## src/rtl/mem_access.sv

```systemverilog
// Memory-access stage: one instruction in flight, a valid/ready dmem request/response and load formatting.
// Optional misaligned-access trap enabled by defining MEM_ACCESS_MISALIGN_TRAP_EN.
module mem_access #(
    parameter int XLEN = 64,
    parameter int RD_W = 5
) (
    input  logic            clk,
    input  logic            rst,
    input  logic            in_valid,
    output logic            in_ready,
    input  logic            in_memen,
    input  logic [3:0]      in_op,
    input  logic [XLEN-1:0] in_alu_result,
    input  logic [XLEN-1:0] in_ram_addr,
    input  logic [XLEN-1:0] in_store_data,
    input  logic [RD_W-1:0] in_rd,
    input  logic            in_wen,
    output logic            dmem_req_valid,
    input  logic            dmem_req_ready,
    output logic [XLEN-1:0] dmem_addr,
    output logic            dmem_wen,
    output logic [XLEN-1:0] dmem_wdata,
    output logic [7:0]      dmem_wmask,
    input  logic            dmem_resp_valid,
    input  logic [XLEN-1:0] dmem_rdata,
    output logic            out_valid,
    input  logic            out_ready,
    output logic [XLEN-1:0] out_data,
    output logic [RD_W-1:0] out_rd,
    output logic            out_wen
`ifdef MEM_ACCESS_MISALIGN_TRAP_EN
    ,
    output logic            out_misalign
`endif
);

    typedef enum logic [1:0] {S_IDLE, S_REQ, S_WAIT, S_HOLD} state_t;

    state_t            state_q, state_d;
    logic [2:0]        off_q, off_d;
    logic [2:0]        ldop_q, ldop_d;
    logic [XLEN-1:0]   dmem_addr_q, dmem_addr_d;
    logic              dmem_wen_q, dmem_wen_d;
    logic [XLEN-1:0]   dmem_wdata_q, dmem_wdata_d;
    logic [7:0]        dmem_wmask_q, dmem_wmask_d;
    logic [XLEN-1:0]   out_data_q, out_data_d;
    logic [RD_W-1:0]   out_rd_q, out_rd_d;
    logic              out_wen_q, out_wen_d;
`ifdef MEM_ACCESS_MISALIGN_TRAP_EN
    logic              mis_q, mis_d;
    logic              acc_mis;
`endif

    logic [7:0]        st_base;
    logic [7:0]        st_wmask;
    logic [XLEN-1:0]   st_wdata;
    logic [XLEN-1:0]   ld_shift;
    logic [XLEN-1:0]   ld_data;

    // Store lane placement: bytes shifted past the doubleword are dropped.
    always_comb begin
        case (in_op[1:0])
            2'b00:   st_base = 8'h01;
            2'b01:   st_base = 8'h03;
            2'b10:   st_base = 8'h0F;
            default: st_base = 8'hFF;
        endcase
        st_wmask = st_base << in_ram_addr[2:0];
        st_wdata = in_store_data << {in_ram_addr[2:0], 3'b000};
    end

`ifdef MEM_ACCESS_MISALIGN_TRAP_EN
    always_comb begin
        case (in_op[1:0])
            2'b00:   acc_mis = 1'b0;
            2'b01:   acc_mis = in_ram_addr[0];
            2'b10:   acc_mis = |in_ram_addr[1:0];
            default: acc_mis = |in_ram_addr[2:0];
        endcase
    end
`endif

    // Load lane extract plus sign/zero extension; doubleword ignores the unsigned bit.
    always_comb begin
        ld_shift = dmem_rdata >> {off_q, 3'b000};
        case (ldop_q[1:0])
            2'b00:   ld_data = ldop_q[2] ? {56'd0, ld_shift[7:0]}
                                         : {{56{ld_shift[7]}}, ld_shift[7:0]};
            2'b01:   ld_data = ldop_q[2] ? {48'd0, ld_shift[15:0]}
                                         : {{48{ld_shift[15]}}, ld_shift[15:0]};
            2'b10:   ld_data = ldop_q[2] ? {32'd0, ld_shift[31:0]}
                                         : {{32{ld_shift[31]}}, ld_shift[31:0]};
            default: ld_data = ld_shift;
        endcase
    end

    always_comb begin
        state_d      = state_q;
        off_d        = off_q;
        ldop_d       = ldop_q;
        dmem_addr_d  = dmem_addr_q;
        dmem_wen_d   = dmem_wen_q;
        dmem_wdata_d = dmem_wdata_q;
        dmem_wmask_d = dmem_wmask_q;
        out_data_d   = out_data_q;
        out_rd_d     = out_rd_q;
        out_wen_d    = out_wen_q;
`ifdef MEM_ACCESS_MISALIGN_TRAP_EN
        mis_d        = mis_q;
`endif
        case (state_q)
            S_IDLE: begin
                if (in_valid) begin
                    off_d    = in_ram_addr[2:0];
                    ldop_d   = in_op[2:0];
                    out_rd_d = in_rd;
`ifdef MEM_ACCESS_MISALIGN_TRAP_EN
                    mis_d    = 1'b0;
`endif
                    if (!in_memen) begin
                        out_data_d = in_alu_result;
                        out_wen_d  = in_wen;
                        state_d    = S_HOLD;
`ifdef MEM_ACCESS_MISALIGN_TRAP_EN
                    end else if (acc_mis) begin
                        out_data_d = in_ram_addr;
                        out_wen_d  = 1'b0;
                        mis_d      = 1'b1;
                        state_d    = S_HOLD;
`endif
                    end else begin
                        dmem_addr_d  = {in_ram_addr[XLEN-1:3], 3'b000};
                        dmem_wen_d   = in_op[3];
                        dmem_wdata_d = st_wdata;
                        dmem_wmask_d = st_wmask;
                        out_data_d   = '0;
                        out_wen_d    = in_op[3] ? 1'b0 : in_wen;
                        state_d      = S_REQ;
                    end
                end
            end
            S_REQ: begin
                if (dmem_req_ready) state_d = S_WAIT;
            end
            S_WAIT: begin
                if (dmem_resp_valid) begin
                    if (!dmem_wen_q) out_data_d = ld_data;
                    state_d = S_HOLD;
                end
            end
            default: begin
                if (out_ready) state_d = S_IDLE;
            end
        endcase
    end

    always_ff @(posedge clk or negedge rst) begin
        if (!rst) begin
            state_q      <= S_IDLE;
            off_q        <= '0;
            ldop_q       <= '0;
            dmem_addr_q  <= '0;
            dmem_wen_q   <= 1'b0;
            dmem_wdata_q <= '0;
            dmem_wmask_q <= '0;
            out_data_q   <= '0;
            out_rd_q     <= '0;
            out_wen_q    <= 1'b0;
`ifdef MEM_ACCESS_MISALIGN_TRAP_EN
            mis_q        <= 1'b0;
`endif
        end else begin
            state_q      <= state_d;
            off_q        <= off_d;
            ldop_q       <= ldop_d;
            dmem_addr_q  <= dmem_addr_d;
            dmem_wen_q   <= dmem_wen_d;
            dmem_wdata_q <= dmem_wdata_d;
            dmem_wmask_q <= dmem_wmask_d;
            out_data_q   <= out_data_d;
            out_rd_q     <= out_rd_d;
            out_wen_q    <= out_wen_d;
`ifdef MEM_ACCESS_MISALIGN_TRAP_EN
            mis_q        <= mis_d;
`endif
        end
    end

    assign in_ready       = (state_q == S_IDLE);
    assign dmem_req_valid = (state_q == S_REQ);
    assign out_valid      = (state_q == S_HOLD);
    assign dmem_addr      = dmem_addr_q;
    assign dmem_wen       = dmem_wen_q;
    assign dmem_wdata     = dmem_wdata_q;
    assign dmem_wmask     = dmem_wmask_q;
    assign out_data       = out_data_q;
    assign out_rd         = out_rd_q;
    assign out_wen        = out_wen_q;
`ifdef MEM_ACCESS_MISALIGN_TRAP_EN
    assign out_misalign   = mis_q;
`endif

endmodule

```

## config.mk

```make
export PLATFORM = sky130hd
export DESIGN_NAME = mem_access
export DESIGN_NICKNAME = d
export VERILOG_FILES = /design/src/rtl/mem_access.sv
export SDC_FILE = /design/constraint.sdc
export NUM_CORES = 1
export LEC_CHECK = 0
export ABC_AREA = 1
export CAP_MARGIN = 20
export CORE_AREA = 2 2 189 191
export DETAILED_ROUTE_END_ITERATION = 6
export DIE_AREA = 0 0 191 193
export MAX_ROUTING_LAYER = met4
export PLACE_DENSITY_LB_ADDON = 0.08
export SYNTH_ARGS = -nofsm -noshare
export SYNTH_HDL_FRONTEND = slang
export SYNTH_SLANG_ARGS = --single-unit
```

## constraint.sdc

```tcl
create_clock -name clk -period 2.3 [get_ports clk]
set_input_delay 0.23 -clock clk [delete_from_list [all_inputs] [get_ports clk]]
set_output_delay 0.23 -clock clk [all_outputs]
set_load 0.05 [all_outputs]
```

* Word-level counts from Yosys, hierarchy flattened *
Cells that the tools add are included.

storage, ports and cells
  register bits = 212

operators by class
  eq/ne operators = 11
  shift-type cells = 3
  muxes and demuxes = 18
  reductions and logical operators = 9

operator list
  kind                  number
  $mux W64              7
  $pmux W64 S3          1
  $pmux W64 S2          1
  $shl A64 B6 Y64       1
  $shr A64 B6 Y64       1
  $pmux W8 S3           1
  $mux W2               5
  $eq A2 B2 Y1 const B  4
  $reduce_and A4 Y1     2
  $shl A8 B3 Y8         1
  $eq A2 B1 Y1 const B  3
  $logic_not A2 Y1      3
  $ne A2 B2 Y1 const B  3
  $pmux W2 S3           1
  $reduce_bool A4 Y1    1
  $reduce_and A3 Y1     1
  $mux W1               2
  $ne A2 B1 Y1 const B  1
  $reduce_and A2 Y1     1
  $reduce_bool A2 Y1    1

* Longest topological paths before layout *
Gate-level depths: netlist of run 1.

  depth after elaboration = 6
  depth in mapped cells = 13

* Worst setup path before layout of run 1 *
OpenSTA, ideal clock, no wires.

  path kind = reg-to-reg
  start = reg state_q[0]
  end = reg dmem_wdata_q[61], in the netlist dmem_wdata[61]
  setup time = 87 ps
  data arrival time = 1976 ps
  setup slack = 238 ps
  stages on the path, launching flop included = 10
  period minus slack after synthesis = 2062 ps
  cells stage by stage = dfrtp_1 -> inv_1 -> ha_1 -> nand2_1 -> nor2_2 -> inv_2 -> nor2_2 -> buf_1 -> nand3_1 -> o211ai_1

on the way
  cells in the longest elaborated chain, start to end = 2

ends and longest elaborated chain
  element                      RTL line  text
  start, declared              39        state_t state_q, state_d;
  start signal, assigned       173       state_q <= state_d;
  $logic_not A2 Y1             n/a
  via in_ready                 10        output logic in_ready,
  $reduce_and A3 Y1 (no line)  n/a
  end signal, assigned         178       dmem_wdata_q <= dmem_wdata_d;
  end, declared                44        logic [XLEN-1:0] dmem_wdata_q, dmem_wdata_d;

The timed path passes the listed nets, and every way through them passes these cells.
A chain may end at the register's enable or synchronous reset.

* Final worst setup path of run 1 *
  start = reg state_q[0]
  end = out out_valid

on the way
  cells in the longest elaborated chain, start to end = 1

ends and longest elaborated chain
  element        RTL line  text
  $eq A2 B2 Y1   191       assign out_valid = (state_q == S_HOLD);
  end, declared  26        output logic out_valid,

No other way between the ends.

==> flow_summary.yaml, run 1 <==
outcome:
  outcome: "finished clean"
sta:
  max_freq_mhz: 458
  maxSlewViolCount: 0
  period_share: 0.950
  tightest_slew_ns: 0.913
  tns_ns: 0
  hold-worst-slack_ns: 0.152
  fin_ws_ns: 0.114
  finalHoldViolations: 0
  fin_skew_ns: 0.0142
  setup_viol: 0
  relSlewSlack: 0.389
  rsz0062_at_grt: "false"
  fin_crit_ns: 2.19
synth:
  synthDominantCellAreaShare: 0.435
  async_flop_share: 1.00
  yosys.area.top_type: "dfrtp_1"
  synth-simple-area-share: 0.306
  synth.area.top_cells: "dfrtp_1 (43%), nand2_1 (20%), a21oi_1 (6.1%)"
  ys_ff_latch: 212
  synth_compound_area_frac: 0.166
  synth_edf_count: 0
  synthAdderAreaFrac: 0.00410
  synth_cell_type_count: 43
  yosys_warnings: 0
  syn_inst: 1670
  synth_area_per_cell_sq_um: 7.31
  synth_top_family_by_area: "simple AND/OR/NAND/NOR gates"
  syn_area_sq_um: 12200
  synth_most_common_cell: "nand2_1"
  synthXorXnorAreaFrac: 0
  synthFlopType: "dfrtp_1"
  ys_top_cells_by_count: "nand2_1 (640), dfrtp_1 (212), a21oi_1 (149), o21ai_0 (114), nand3_1 (99)"
  synth_mux_area_frac: 0.0197
  synth-seq-area-share: 0.435
cts:
  clockRootBuffer: "clkbuf_16"
  cts.path.max_buffers: 3
  cts.sinks: 212
  clk_pin_slew_worst_paths_ns: 0.06
  numCtsBuffers: 25
  cts_tree: "done"
  clock_latency_ns: 0.56
  cts_htree_levels: 1
detailed_routing:
  vias: 13233
  firstDrtPassIters: 7
  routed_wl_mm: 50.9
  postRouteAntennaNets: 0
  drc_errors: 0
  first_iter_violations: 978
  post_drt_wl_per_cell_um: 19.7
  via_per_inst: 5.13
placement:
  pre_cts_slack_ns: 0.138
  dp_hpwl_mm: 38.3
  placed_area_sq_um: 17500
  dp_cells: 2526
  gp_congestion: 0.952
  port_buffers: 479
power_and_ir_drop:
  power.internal_mw: 14.2
  p_per_area_nw_per_um2: 1630
  power.switching_mw: 15.7
  power_frac_comb: 0.639
  swShare: 0.525
  power_frac_clock: 0.140
  power.leakage_nw: 8.21
  power_mw: 29.8
  p_seq_frac: 0.221
  ir_drop_mv: 0.871
global_routing:
  grt_max_degree: 74
  antenna_found_initial: 7
  grt_overflow: 0
  grt_pass1_vias: 13176
  grt_pass1_wl_mm: 76.9
  grt_use_total: 0.278
die:
  start_util: 0.349
  die_x_um: 191
  rows: 69
  core_area_sq_um: 35000
  dieArea_sq_um: 36900
  num_io_pins: 483
  die_y_um: 193
critical_path:
  crit_fanout: 3
  reg2reg_slack_ns: 0.21
  rr_worst_depth: 9
  crit_arrival_ns: 1.96
  crit_required_ns: 2.07
  crit_path_start_kind: "flip-flop"
  end_kind: "primary output"
  critPathKind: "flip-flop to primary output"
layout:
  drive_gt1_frac: 0.0607
  stdcell_count: 2578
  areaGrowthSynthToFinish_pct: 50.3
  design_area_sq_um: 18300
  nets: 2370
  postLayoutCoreUtil: 0.524
run:
  drv_cap: 0
min_path:
  hold_class: "input port to asynchronous set/reset pin"
cell usage in the layout, fill, tap and decap left out, types with 25 or more instances in the layout:
cell	instances
dfrtp_1	210
clkbuf_16	25
inv_1	35
o211ai_1	57
nor2_1	85
nand3_1	99
nand4_1	35
clkdlybuf4s50_1	475
nand2_1	640
buf_4	31
a21oi_1	149
o21ai_0	113
worst paths after layout:
| path | startpoint | to |
|---|---|---|
| setup / recovery | state_q[0] | out_valid |
| hold / removal | rst | out_rd[4] |
| setup reg to reg | state_q[0] | dmem_wdata[6] |
| hold reg to reg | out_rd[2] | out_rd[2] |
| max in group asynchronous | rst | dmem_addr[9] |
| min in group clk | in_ram_addr[24] | dmem_addr[24] |
routing by layer:
metal	GRT usage	vias to the layer above	wire length (um)
met5	-	-	0
met4	0.0963	0	1790
met3	0.0693	86	4320
met2	0.461	574	24700
met1	0.328	6176	20000
li1	-	6397	-
power groups by stage:
stage                     clock [mW]  combinational (mW)  sequential, mW
after floorplan                    0                6.86            12.2
after detailed placement           0                19.1            6.61
after global placement             0                19.0            6.60
after global routing            4.41                20.4            6.80
after CTS                       4.27                19.2            6.61
final                           4.17                19.0            6.60
cell type report:
type	instances	area (sq um)
flip-flops and latches	212	5310
repair buffers	525	5330
multi-input cells	1283	6080
clock inverters	9	138
inverters	46	178
fillers	3431	16600
well taps	461	577
clock buffers	34	709
diodes	8	20.0
cells by family (layout without fill, tap and decap cells):
| kind of cell | count (synthesis) | count (layout) |
|---|---|---|
| AOI/OAI and AO/OA | 356 | 356 |
| and+or+nand+nor | 896 | 896 |
| other | 1 | 11 |
| adders and majority gates | 4 | 4 |
| DFF | 212 | 212 |
| buffers and inverters | 177 | 614 |
| muxes | 24 | 24 |
flip-flops by register name (all words and copies together) (netlist names):
name,cells
out_rd,5
state_q,2
dmem_addr,61
out_data,64
ldop_q,3
dmem_wmask,8
dmem_wen,1
off_q,3
out_wen,1
dmem_wdata,64
worst max-delay path: stages, from the launching register on:
cell and delay (ns):
dfrtp_1 0.37, ha_1 0.18, clkdlybuf4s50_1 0.86
timing repair:
item	4_1_cts	5_1_grt
setup buffers	0	0
endpoints found under the hold margin	179	0
hold buffers	1	0
gates resized for setup	1	1
gates cloned	0	0
endpoints found under the setup margin	1	1
(Power assumes the default switching activity.)
==> run 2, diff against run 1 <==
--- a/config.mk
+++ b/config.mk
@@ -7,9 +7,11 @@
 export LEC_CHECK = 0
 export ABC_AREA = 1
 export CAP_MARGIN = 20
-export CORE_AREA = 2 2 189 191
+export CORE_ASPECT_RATIO = 0.7
+export CORE_MARGIN = 2
+export CORE_UTILIZATION = 40
 export DETAILED_ROUTE_END_ITERATION = 6
-export DIE_AREA = 0 0 191 193
+export HOLD_SLACK_MARGIN = 0.15
 export MAX_ROUTING_LAYER = met4
 export PLACE_DENSITY_LB_ADDON = 0.08
 export SYNTH_ARGS = -nofsm -noshare
==> run 2 against run 1 <==
  * Sequential cell count unchanged
  * Count of clock-buffer cells in the layout down 1
  * Fmax barely moved
  * Die area down 13%
  * Worst hold slack better by 0.055 ns
  * Combinational power about the same
  * Clock skew down 0.0013 ns
  * Setup slack worse by 0.0019 ns
  * Clock power is 9.8% lower
  * Critical path depth is the same
  * Cell count decreased by 2.1%
  * Routed wire length is 0.21% higher
  * Critical endpoint unchanged
  * Largest cell class unchanged
==> flow_summary.yaml, run 2 (synthesized netlist as in run 1, its figures left out) <==
outcome:
  outcome: "finished clean"
die:
  die_x_um: 213
  dieArea_sq_um: 31900
  num_io_pins: 483
  rows: 53
  die_y_um: 150
  core_area_sq_um: 30000
  start_util: 0.406
cts:
  cts_htree_levels: 1
  clk_pin_slew_worst_paths_ns: 0.07
  numCtsBuffers: 23
  cts_setup_buffers: 0
  cts.path.max_buffers: 3
  clock_latency_ns: 0.52
  cts.sinks: 212
  cts_tree: "done"
  clockRootBuffer: "clkbuf_16"
critical_path:
  reg2reg_slack_ns: 0.20
  worst-path-buf-inv: 1
  rr_worst_depth: 8
  crit_fanout: 3
  cpPeakStageDelay_ns: 0.86
  worstReg2RegEnd: "out_data[32]"
  crit_required_ns: 2.07
  crit_path_start_kind: "flip-flop"
  r2r_start: "off_q[1]"
  worstPathCellList: "ha_1 -> clkdlybuf4s50_1"
  end_kind: "primary output"
  critPathKind: "flip-flop to primary output"
  path_delay_family: "buffers and inverters"
  crit_arrival_ns: 1.96
  slowest_stage: "clkdlybuf4s50_1"
min_path:
  hold_depth: 3
  hp-start: "in_ram_addr[0]"
  hold_class: "input port to flip-flop"
  worstHoldEndpoint: "off_q[0]"
detailed_routing:
  routed_wl_mm: 51.0
  wl_met3_mm: 5.14
  post_drt_wl_per_cell_um: 20.2
  drc_errors: 0
  top_layer: "met4"
  first_iter_violations: 1582
  postRouteAntennaNets: 0
  via_per_inst: 5.32
  vias: 13429
  met2_wirelength_mm: 21.7
  firstDrtPassIters: 6
  drt-met1-wl_mm: 23.1
power_and_ir_drop:
  ir_drop_mv: 0.970
  power.leakage_nw: 8.15
  p_seq_frac: 0.225
  power_mw: 29.4
  power_frac_clock: 0.128
  power.internal_mw: 13.8
  p_per_area_nw_per_um2: 1620
  power_frac_comb: 0.647
  swShare: 0.532
  power.switching_mw: 15.7
global_routing:
  grt_pass1_wl_mm: 75.2
  antenna_found_initial: 4
  grt_pass1_vias: 12382
  grt_overflow: 0
  grt_use_total: 0.318
  grt_max_degree: 91
placement:
  port_buffers: 479
  gp_congestion: 0.992
  dp_hpwl_mm: 38.3
sta:
  relSlewSlack: 0.452
  tightest_slew_ns: 0.820
  max_freq_mhz: 457
  period_share: 0.951
  fin_crit_ns: 2.19
  fin_skew_ns: 0.0129
  setup_viol: 0
  rsz0062_at_grt: "false"
  maxSlewViolCount: 0
  tns_ns: 0
  hold-worst-slack_ns: 0.207
  finalHoldViolations: 0
layout:
  drive_gt1_frac: 0.0598
  nets: 2367
  areaGrowthSynthToFinish_pct: 48.8
  final_cell_mix: "nand2_1 (640), clkdlybuf4s50_1 (475), dfrtp_1 (210)"
  layout_commonest_cell: "nand2_1"
run:
  drv_cap: 0
[run 2: per-layer routing]
metal	vias up	GRT usage
li1	6390	-
met1	6311	0.464
met2	665	0.444
met3	63	0.0753
met4	0	0.0731
met5	-	-
[run 2: worst max-delay path by stage]
stage / startpoint / to / slack (ns) / depth (start not counted)
after floorplan: state_q[0] / dmem_wdata[61] / 0.24 / 9
after global placement: off_q[1] / out_data[32] / 0.24 / 8
after detailed placement: off_q[0] / out_data[32] / 0.22 / 9
after CTS: state_q[0] / out_valid / 0.09 / 2
after global routing: state_q[0] / out_valid / 0.05 / 2
final: state_q[0] / out_valid / 0.11 / 2
[run 2: power by group through the flow]
stage | Clock (mW) | Combinational [mW] | Sequential [mW]
final | 3.76 | 19.0 | 6.61
after global routing | 3.99 | 20.3 | 6.81
after CTS | 3.85 | 19.0 | 6.60
after detailed placement | 0 | 18.9 | 6.61
after global placement | 0 | 18.8 | 6.60
after floorplan | 0 | 6.86 | 12.2
[run 2: worst reg2reg max path: cells and delay by family, from the launching register on]
kind | cells | cell delay [ns]
simple gates | 4 | 0.82
flops | 1 | 0.48
buf+inv | 2 | 0.40
compound gates | 2 | 0.31
[run 2: area by class of cell]
| cell class | instances | area, sq um |
|---|---|---|
| clock buffers | 33 | 683 |
| repair buffers | 524 | 5300 |
| flip-flops and latches | 212 | 5310 |
| well taps | 412 | 515 |
| diodes | 6 | 15.0 |
| inverters | 46 | 180 |
| fillers | 2803 | 11900 |
| clock inverters | 9 | 80.1 |
| multi-input cells | 1283 | 6070 |
[run 2: stage by stage]
step / worst slack [ns] / area [sq um] / util / cells
after floorplan: 0.238 / 12200 / - / 1672
after global placement: 0.242 / 17300 / 0.578 / 2475
after detailed placement: 0.217 / 17300 / 0.578 / 2475
after CTS: 0.0854 / 18100 / 0.604 / 2519
after global routing: 0.0496 / 18100 / 0.604 / 2523
final: 0.113 / 18100 / 0.604 / 2525
[run 2: timing repair]
| action | CTS | global route |
|---|---|---|
| pin swaps | 0 | 0 |
| gates cloned | 0 | 0 |
| endpoints found under the setup margin | 1 | 4 |
| hold buffers | 2 | 0 |
| hold endpoints to repair | 212 | 0 |
| gates resized for setup | 1 | 2 |
==> run 3, diff against run 2 <==
--- a/config.mk
+++ b/config.mk
@@ -5,11 +5,11 @@
 export SDC_FILE = /design/constraint.sdc
 export NUM_CORES = 1
 export LEC_CHECK = 0
-export ABC_AREA = 1
 export CAP_MARGIN = 20
 export CORE_ASPECT_RATIO = 0.7
 export CORE_MARGIN = 2
 export CORE_UTILIZATION = 40
+export CTS_BUF_LIST = sky130_fd_sc_hd__clkbuf_4 sky130_fd_sc_hd__clkbuf_8
 export DETAILED_ROUTE_END_ITERATION = 6
 export HOLD_SLACK_MARGIN = 0.15
 export MAX_ROUTING_LAYER = met4
==> constraint.sdc (replaced) <==
create_clock -name clk -period 2.3 [get_ports clk]
set_input_delay 0.575 -clock clk [delete_from_list [all_inputs] [get_ports clk]]
set_output_delay 0.575 -clock clk [all_outputs]
set_load 0.05 [all_outputs]
==> run 3 against run 2 <==
  * Sequential share of layout area down 1.8 points
  * Critical endpoint is now out_rd[0]
  * Critical path depth shrank 1
  * Largest power group unchanged
  * Fmax decreased by 3.1%
  * Clock skew rose by 0.014 ns
  * Via count decreased by 7.8%
  * Largest cell class unchanged
  * Non-clock buffer count grew 111
  * Synthesized area up 1.4%
  * Design area up 6.4%
  * Worst hold slack improved by 0.27 ns
  * Synthesized cell count is 30% lower
  * First-iteration DRC count decreased by 19%
==> flow_summary.yaml, run 3 <==
placement:
  placed_area_sq_um: 18600
  port_buffers: 479
  pre_cts_slack_ns: -0.467
  dp_hpwl_mm: 41.2
  gp_congestion: 0.963
global_routing:
  antenna_found_initial: 4
  grt_use_total: 0.330
  grt_pass1_wl_mm: 78.2
  grt_pass1_vias: 12241
  grt_overflow: 0
  grt_max_degree: 69
layout:
  final_cell_mix: "clkdlybuf4s50_1 (270), dfrtp_1 (210), dlygate4sd2_1 (169)"
  multiInputGateArea_sq_um: 6570
  design_area_sq_um: 19300
  seq_area_sq_um: 5310
  areaGrowthSynthToFinish_pct: 56.2
  layout.filler_cells: 2571
  layout_commonest_cell: "clkdlybuf4s50_1"
  postLayoutCoreUtil: 0.639
  drive_gt1_frac: 0.240
  nets: 2012
detailed_routing:
  postRouteAntennaNets: 0
  drc_errors: 0
  first_iter_violations: 1287
  post_drt_wl_per_cell_um: 24.4
  via_per_inst: 5.70
  routed_wl_mm: 53.0
  vias: 12376
  firstDrtPassIters: 7
sta:
  relSlewSlack: 0.600
  tns_ns: 0
  setup_viol: 0
  maxSlewViolCount: 0
  fin_crit_ns: 2.26
  period_share: 0.981
  fin_skew_ns: 0.0273
  finalHoldViolations: 0
  fin_ws_ns: 0.0426
  rsz0062_at_grt: "false"
  max_freq_mhz: 443
  tightest_slew_ns: 0.603
min_path:
  hp-start: "dmem_wmask[0]"
  hold_class: "flip-flop to flip-flop"
  worstHoldEndpoint: "dmem_wmask[0]"
  hold_depth: 1
power_and_ir_drop:
  p_per_area_nw_per_um2: 1550
  power_frac_comb: 0.655
  power_mw: 30.0
  ir_drop_mv: 1.07
  swShare: 0.516
  power.switching_mw: 15.5
  power_frac_clock: 0.126
  power.internal_mw: 14.5
  p_seq_frac: 0.220
  power.leakage_nw: 8.69
run:
  drv_cap: 0
critical_path:
  worstReg2RegEnd: "out_data[46]"
  rr_worst_depth: 7
  end_kind: "primary output"
  crit_arrival_ns: 1.68
  crit_required_ns: 1.73
  worst-path-buf-inv: 1
  crit_path_start_kind: "flip-flop"
  path_delay_family: "buffers and inverters"
  r2r_start: "off_q[2]"
  slowest_stage: "clkdlybuf4s50_1"
  critPathKind: "flip-flop to primary output"
  cpPeakStageDelay_ns: 0.80
  worstPathCellList: "clkdlybuf4s50_1"
  reg2reg_slack_ns: 0.06
  crit_fanout: 2
synth:
  synth_most_common_cell: "dfrtp_1"
  synthDominantCellAreaShare: 0.429
  ys_ff_latch: 212
  synth.area.top_cells: "dfrtp_1 (43%), mux2_2 (9.8%), mux2i_1 (6.7%)"
  async_flop_share: 1.00
  ys_top_cells_by_count: "dfrtp_1 (212), nand2_1 (118), mux2_2 (108), o21ai_0 (104), mux2i_1 (83)"
  synth_cell_type_count: 56
  syn_area_sq_um: 12400
  synth_edf_count: 0
  syn_inst: 1169
  synth-seq-area-share: 0.429
  yosys.area.top_type: "dfrtp_1"
  synth_area_per_cell_sq_um: 10.6
  yosys_warnings: 0
  synthFlopType: "dfrtp_1"
die:
  rows: 53
  num_io_pins: 483
  dieArea_sq_um: 32400
  die_x_um: 214
  start_util: 0.409
  core_area_sq_um: 30200
  die_y_um: 151
cts:
  clock_latency_ns: 0.57
  cts_htree_levels: 2
  cts.path.max_buffers: 3
  clk_pin_slew_worst_paths_ns: 0.06
  clockRootBuffer: "clkbuf_8"
  cts_tree: "done"
  cts.sinks: 212
  numCtsBuffers: 37
outcome:
  outcome: "finished clean"
-- run 3: cell count changes after synthesis, sizes merged, moves of 36 or more --
cell    previous run  this run
a21oi            150        78
inv               45         8
nand2            647       118
mux2               0       108
mux2i             24        83
buf               77        41
nand3            104         4
o211ai            57         3
a221oi             0        48
-- run 3: what timing repair did --
action,4_1_cts,5_1_grt
setup buffers,1,5
endpoints found under the setup margin,182,51
cloned,0,1
gates resized for setup,170,22
hold buffers,1,0
pin swaps,0,1
endpoints found under the hold margin,61,0
-- run 3: layer usage --
layer | track usage | vias to the layer above | wire length [um]
met2 | 0.488 | 623 | 23800
li1 | - | 5540 | -
met1 | 0.454 | 6124 | 23200
met3 | 0.0799 | 89 | 4770
met4 | 0.0917 | 0 | 1320
met5 | - | - | 0
-- run 3: final cells by class --
type	instances	area share
tap	412	0.0267
clock inverter	7	0.00492
inverter	8	0.00156
timing repair buffer	635	0.317
multi-input combinational	841	0.340
sequential	212	0.275
clock buffer	54	0.0346
antenna	4	0.000518
-- run 3: worst max-delay path by stage --
stage | cells after the start | to | slack (ns) | start
final | 1 | out_rd[0] | 0.04 | out_rd[0]
after floorplan | 7 | dmem_wdata[0] | 0.07 | state_q[0]
after detailed placement | 7 | out_data[36] | -0.47 | dmem_rdata[55]
after global routing | 1 | out_rd[0] | 0.005 | out_rd[0]
after CTS | 1 | dmem_wdata[63] | 0.0001 | dmem_wdata[63]
after global placement | 7 | out_data[36] | -0.45 | dmem_rdata[63]
-- run 3: logic make-up after synthesis --
kind of cell             Yosys count  share of synthesized area
AO/OA/AOI/OAI                    366                      0.207
adder cells (fa/ha/maj)            4                    0.00405
buffers and inverters            118                     0.0445
flip-flops                       212                      0.429
multiplexers                     224                      0.226
other                              1                   0.000303
AND/OR/NAND/NOR                  244                     0.0891
-- run 3: power groups by stage --
stage	registers (mW)	logic [mW]	clock network (mW)
detailed placement	6.72	20.3	0
floorplan	12.4	7.01	0
global route	6.82	20.7	4.01
finish	6.60	19.7	3.77
CTS	6.64	19.4	3.83
global placement	6.67	20.1	0
-- run 3: metrics by stage --
step	hold WS, ns	std cells
global route	0.503	2173
floorplan	0.279	1171
global placement	0.462	2100
detailed placement	0.469	2100
CTS	0.481	2163
finish	0.475	2173
